## src/rtl/multi_debouncer.sv

```systemverilog
// Per-channel debouncer: 2-flop synchronizer, then a counter that must see CYCLES+1 stable matching
// samples before committing. Levels and pulses move together CYCLES+2 edges after a clean step.
module multi_debouncer #(
  parameter int                  CHANNELS      = 4,
  parameter int                  CYCLES        = 10,
  parameter int                  COUNTER_WIDTH = 32,
  parameter logic [CHANNELS-1:0] RESET_VALUE   = '0
) (
  input  logic                clk,
  input  logic                rst_n,
  input  logic [CHANNELS-1:0] bouncy,
  output logic [CHANNELS-1:0] debounced,
  output logic [CHANNELS-1:0] rise,
  output logic [CHANNELS-1:0] fall,
  output logic                changed
);

  localparam logic [COUNTER_WIDTH-1:0] CYC_MAX = COUNTER_WIDTH'(CYCLES);

  // Declaration initialisers give power-up state equal to the reset state.
  logic [CHANNELS-1:0]                    s0_q      = RESET_VALUE;
  logic [CHANNELS-1:0]                    s1_q      = RESET_VALUE;
  logic [CHANNELS-1:0]                    deb_q     = RESET_VALUE;
  logic [CHANNELS-1:0][COUNTER_WIDTH-1:0] cnt_q     = '0;
  logic [CHANNELS-1:0]                    rise_q    = '0;
  logic [CHANNELS-1:0]                    fall_q    = '0;
  logic                                   changed_q = 1'b0;

  logic [CHANNELS-1:0]                    deb_d;
  logic [CHANNELS-1:0][COUNTER_WIDTH-1:0] cnt_d;
  logic [CHANNELS-1:0]                    rise_d;
  logic [CHANNELS-1:0]                    fall_d;

  always_comb begin
    deb_d  = deb_q;
    cnt_d  = '0;
    rise_d = '0;
    fall_d = '0;
    for (int i = 0; i < CHANNELS; i++) begin
      // Count only while the synchronized input is steady and differs from the committed level.
      if ((s0_q[i] == s1_q[i]) && (s1_q[i] != deb_q[i])) begin
        if (cnt_q[i] == CYC_MAX) begin
          deb_d[i]  = s1_q[i];
          rise_d[i] = s1_q[i];
          fall_d[i] = ~s1_q[i];
        end else begin
          cnt_d[i] = cnt_q[i] + COUNTER_WIDTH'(1);
        end
      end
    end
  end

  always_ff @(posedge clk) begin
    if (!rst_n) begin
      s0_q      <= RESET_VALUE;
      s1_q      <= RESET_VALUE;
      deb_q     <= RESET_VALUE;
      cnt_q     <= '0;
      rise_q    <= '0;
      fall_q    <= '0;
      changed_q <= 1'b0;
    end else begin
      s0_q      <= bouncy;
      s1_q      <= s0_q;
      deb_q     <= deb_d;
      cnt_q     <= cnt_d;
      rise_q    <= rise_d;
      fall_q    <= fall_d;
      changed_q <= |(rise_d | fall_d);
    end
  end

  assign debounced = deb_q;
  assign rise      = rise_q;
  assign fall      = fall_q;
  assign changed   = changed_q;

endmodule

```

## config.mk

```make
export PLATFORM = sky130hd
export DESIGN_NAME = multi_debouncer
export DESIGN_NICKNAME = d
export VERILOG_FILES = /design/src/rtl/multi_debouncer.sv
export SDC_FILE = /design/constraint.sdc
export NUM_CORES = 1
export LEC_CHECK = 0
export CORE_MARGIN = 3
export CORE_UTILIZATION = 62
export CTS_BUF_LIST = sky130_fd_sc_hd__clkbuf_4
export CTS_CLUSTER_DIAMETER = 200
export DETAILED_ROUTE_END_ITERATION = 16
export GPL_TIMING_DRIVEN = 0
export PLACE_DENSITY = 0.8
export SYNTH_ARGS = -nofsm -noshare
export SYNTH_HDL_FRONTEND = slang
export SYNTH_SLANG_ARGS = --single-unit
```

## constraint.sdc

```tcl
create_clock -name clk -period 2.15 [get_ports clk]
set_input_delay 0.43 -clock clk [delete_from_list [all_inputs] [get_ports clk]]
set_output_delay 0.43 -clock clk [all_outputs]
set_load 0.005 [all_outputs]
```

After elaboration in Yosys (flattened, before gate mapping) --
Index checks and enable logic that the tools add are counted.
Word-level totals: input port bits 6, word-level logic and storage cells 68, register bits after elaboration 149, output and inout port bits 13
Operators by class: equality and inequality tests 12, multiplexer cells 16, reduce and logical (&&, ||, !) cells 13, bitwise gates (word level) 10, add/sub/neg operators 4
Operators by type and width (count):
- 32-bit by 1-bit adder with 32-bit output, second input constant | 4
- 32-bit by 4-bit equality test with 1-bit output, second input constant | 4
- 1-bit 2-to-1 mux | 16
- 3-bit OR reduction | 4
- 1-bit inverter | 9
- 2-bit AND reduction | 4
- 1-bit equality test | 4
- 1-bit logical AND | 4
- 1-bit inequality test | 4
- 4-bit OR | 1
- 4-bit OR reduction | 1

Logic depth before layout (Yosys ltp) --
depth in word-level cells 5, gate-level depth with buffers 9, gate-level depth less buffers 7

Least setup slack after synthesis --
No wires, ideal clock.
path type flip-flop to flip-flop, from register cnt_q[0] in the netlist's numbering, to register cnt_q[23] in the netlist's numbering, setup slack 0.419 ns, path buffers 1, stages on the path, launching flop included 9, period minus slack after synthesis 1.731 ns, required time 2.022 ns, library setup time 0.128 ns, arrival time 1.603 ns, path through dfxtp_1 -> inv_1 -> ha_1 -> nor4b_1 -> nand4_1 -> nor3_1 -> nand3b_1 -> clkbuf_1 -> nor2_1
Between the ends: longest elaborated chain between the ends 2, elaborated cells between the ends (all ways) 3, classes of those cells add/sub: 1; eq/ne: 1; reduce/logical: 1
Ends and longest elaborated chain:
- start: declaration | RTL line 24 | logic [CHANNELS-1:0][COUNTER_WIDTH-1:0] cnt_q = '0;
- start signal: assignment | RTL line 66 | cnt_q <= cnt_d;
- parallel branches: the longest is 2 deep, another holds 32-bit by 1-bit adder with 32-bit output
Parallel ways; which one is timed is not known. A chain may end at the register's enable or synchronous reset.

Worst setup path in the final report --
from register cnt_q[96] in the netlist's numbering, to register cnt_q[110] in the netlist's numbering
The elaborated chain is that of the path after synthesis.

==> metrics.log <==
[metrics] worst vdd ir: 382.7 uV
[metrics] 1st-iter DRT viols: 386
[metrics] remaining global-route overflow: 0
[metrics] via total after detailed routing: 5469
[metrics] via count of the first global-routing pass: 5343
[metrics] count of nets after finishing: 824
[metrics] net count after synthesis: 783
[metrics] Post-synth EDFFs: 0
[metrics] final worst path period need: 1.996 ns
[metrics] initial antenna violation count: 0
[metrics] Worst Hold Slack: 0.2603 ns
[metrics] origin of the worst min-delay path: rst_n
[metrics] clock tree sinks: 149
[metrics] number of setup violations in the final report: 0
[metrics] total number of yosys warnings: 0
[metrics] cell taking the most area after synthesis: sky130_fd_sc_hd__dfxtp_1
[metrics] chip width: 110.5 um
[metrics] LEAKAGE: 0.002325 uW
[metrics] Combinational Power Share: 0.8%
[metrics] Req. time, crit path: 2.59 ns
[metrics] hold-critical path endpoint: debounced[1]
[metrics] count of distinct cell types in the synthesized netlist: 40
[metrics] met3 track demand over resource: 6.192%
[metrics] P&R area growth vs syn: 9.545%
[metrics] overall track demand over capacity in global routing: 23.32%
[metrics] std cell rows: 37
[metrics] cell types with the highest counts after synthesis: 149 x sky130_fd_sc_hd__dfxtp_1, 143 x sky130_fd_sc_hd__nor2_1, 58 x sky130_fd_sc_hd__xnor2_1, 58 x sky130_fd_sc_hd__xor2_1, 48 x sky130_fd_sc_hd__nand2_1
[metrics] hold crit path type: primary input to flop
[metrics] Reg clk slew, reported paths: 0.12 ns
[metrics] largest clock skew in the final design: 0.01471 ns
[metrics] CP endpoint kind: flop
[metrics] initial cell density of the core: 64.65%
[metrics] cell count after synthesis: 769
[metrics] maximum net fanout on the critical path: 10
[metrics] fin util: 70.82%
[metrics] top-count cell post-synth: sky130_fd_sc_hd__dfxtp_1
[metrics] Critical R2R Capture: cnt_q[110]
[metrics] source of the worst register-to-register timing path: cnt_q[96]
[metrics] DRC violations left: 0
[metrics] Net Sw Power: 988.1 uW
[metrics] RePlAce Congestion: 0.8708
[metrics] PortBufs: 17
[metrics] via density per instance: 5.703
[metrics] number of hold violations in the final report: 0
[metrics] first-pass GRT wire length: 24.16 mm
[metrics] WP data arrival: 2.44 ns
[metrics] Ports: 19
[metrics] hold-critical path depth: 2
[metrics] fmax: 501.0 MHz
[metrics] Seq pwr share: 65.1%
[metrics] top area cells in the synthesized netlist: sky130_fd_sc_hd__dfxtp_1 44%, sky130_fd_sc_hd__nor2_1 7.9%, sky130_fd_sc_hd__xnor2_1 7.5%
[metrics] detailed-routing iteration count for the pre-antenna-repair pass: 4
[metrics] Setup CP Type: flop to flop
[metrics] netlist area before placement: 6764 um^2
[metrics] result of the run: complete, no violations
[metrics] total power of the final layout: 4260 uW
[metrics] Core Box Area: 10460 um^2
[metrics] Int Pwr: 3272 uW
[metrics] met2 Usage GRT: 37.90%
[metrics] Clk Latency, worst-skew pair: 0.55 ns
[metrics] predominant post-synthesis flop cell: sky130_fd_sc_hd__dfxtp_1
[metrics] layout cell share with drive strength beyond 1: 9.964%
[metrics] number of antenna cells inserted: 0
[metrics] maximum count of clock buffers along a single path: 2
[metrics] grt peak-use layer: met2
[metrics] H-tree depth: 4
[metrics] routed length per instance: 14.38 um
[metrics] number of pins with negative max-slew slack in the final report: 0
[metrics] CTS root buf: sky130_fd_sc_hd__clkbuf_4
[metrics] placed wire-length estimate after detailed placement: 9.748 mm
[metrics] number of buffers created by CTS: 17
[metrics] Final period util: 92.83%
[metrics] actual transition at the worst max-transition pin: 0.6266 ns
[metrics] clock tree from TritonCTS: yes
[metrics] area share of the largest cell type after synthesis: 44.10%
[metrics] fraction of the yosys area taken by sequential cells: 44.10%
[metrics] area of the die: 12200 um^2
[metrics] P per Cell Area: 574.9 nW/um^2
[metrics] type of origin of the critical path: flop
[metrics] Worst Reg-to-Reg Cells: 9
[metrics] ys async rst share: 0%
[metrics] fraction of met1 tracks used by global routing: 30.06%
[metrics] hold-fix buffers at CTS: 0
[metrics] reg-to-reg slack, setup: 0.15 ns
[metrics] post-synthesis average cell area: 8.796 um^2
[metrics] switching part of the total: 23.20%
[metrics] die outline height: 110.5 um
[metrics] pin count of the biggest net entering global routing: 17
[metrics] clock network power share: 34.0%
[metrics] max-cap check violation count: 0
[metrics] flops & latches, synth: 149
[metrics] Max-slew headroom: 57.92%
[metrics] Final Routed Wirelength: 13.79 mm
[metrics] number of nets still failing antenna checks after routing: 0
-- worst max path at each step --
stage               startpoint          to  slack, ns  cells after the start
finish               cnt_q[96]  cnt_q[110]       0.15                      9
detailed placement   cnt_q[32]   cnt_q[57]      -0.06                      7
CTS                   cnt_q[0]   cnt_q[29]      0.002                      8
floorplan             cnt_q[0]   cnt_q[23]       0.42                      8
global route         cnt_q[96]  cnt_q[110]      -0.02                      9
global placement      cnt_q[1]   cnt_q[30]       0.05                      7
-- per-stage QoR --
step                      instance area [um^2]  TNS [ns]  std cells  setup WS (ns)
after floorplan                           6764         0        769         0.4189
after global placement                    7104         0        922        0.04585
after detailed placement                  7104   -0.4124        922       -0.05605
after CTS                                 7341         0        956       0.002078
after global routing                      7410  -0.04832        959       -0.01842
final                                     7410         0        959         0.1541
-- state kept, by name, summed over array words and instances, names as in the netlist --
register	cells
cnt_q	128
changed	1
fall	4
s1_q	4
debounced	4
rise	4
s0_q	4
-- logic make-up after synthesis --
logic type                 count (synthesis)  synth area share [%]
and+or+nand+nor                          437                 34.87
muxes                                      5                0.7399
xor gates and xnor gates                 116                 15.02
DFF                                      149                 44.10
adders and majority gates                  8                 1.480
buffers and inverters                     41                 2.627
AOI/OAI and AO/OA                         13                 1.165
-- placed cells by master, fill, tap and decap left out, types with 6 or more instances in the layout --
master	count
sky130_fd_sc_hd__and2_1	15
sky130_fd_sc_hd__and3_1	19
sky130_fd_sc_hd__and4_1	12
sky130_fd_sc_hd__buf_2	12
sky130_fd_sc_hd__buf_4	6
sky130_fd_sc_hd__clkbuf_1	8
sky130_fd_sc_hd__clkbuf_4	23
sky130_fd_sc_hd__clkdlybuf4s50_1	17
sky130_fd_sc_hd__dfxtp_1	149
sky130_fd_sc_hd__ha_1	8
sky130_fd_sc_hd__inv_1	13
sky130_fd_sc_hd__nand2_1	48
sky130_fd_sc_hd__nand3_1	45
sky130_fd_sc_hd__nand4_1	40
sky130_fd_sc_hd__nor2_1	143
sky130_fd_sc_hd__nor2b_1	7
sky130_fd_sc_hd__nor3_1	32
sky130_fd_sc_hd__nor4_1	30
sky130_fd_sc_hd__nor4_2	6
sky130_fd_sc_hd__nor4b_1	8
sky130_fd_sc_hd__or3_1	6
sky130_fd_sc_hd__xnor2_1	58
sky130_fd_sc_hd__xor2_1	58
-- area by class of cell --
type / instances / area [um^2]
Tap cell: 136 / 170.2
Sequential cell: 149 / 2983
Fill cell: 817 / 3053
Multi-Input combinational cell: 579 / 3636
Clock buffer: 21 / 157.7
Clock inverter: 11 / 62.56
Timing Repair Buffer: 22 / 207.7
Buffer: 28 / 143.9
Inverter: 13 / 48.80
-- repair_timing --
item                       4_1_cts  5_1_grt
gates resized for setup          1       21
setup buffers                    2        3
pin swaps                        1        2
setup endpoints to repair       37       88
-- metal layers --
layer / share of wire (%) / wire [um]
met1: 46 / 6367
met2: 48 / 6597
met3: 4.4 / 609
met4: 1.5 / 212
met5: 0 / 0
-- worst max-delay path: stages, from the launching register on --
cell,delay (ns)
sky130_fd_sc_hd__dfxtp_1,0.36
sky130_fd_sc_hd__inv_1,0.06
sky130_fd_sc_hd__ha_1,0.13
sky130_fd_sc_hd__nor4b_1,0.29
sky130_fd_sc_hd__nand4_1,0.20
sky130_fd_sc_hd__nor3_1,0.19
sky130_fd_sc_hd__or2_2,0.14
sky130_fd_sc_hd__clkbuf_1,0.19
sky130_fd_sc_hd__buf_2,0.25
sky130_fd_sc_hd__nor2_1,0.07
-- power groups by stage --
stage / Clock, uW / Sequential, uW / Combinational, uW
after floorplan: 0 / 2830 / 19.9
after global placement: 0 / 2840 / 33.4
after detailed placement: 0 / 2840 / 34.2
after CTS: 1470 / 2770 / 34.8
after global routing: 1590 / 2780 / 39.5
final: 1450 / 2770 / 35.2
Note: power is estimated with default switching activity, not from simulation.
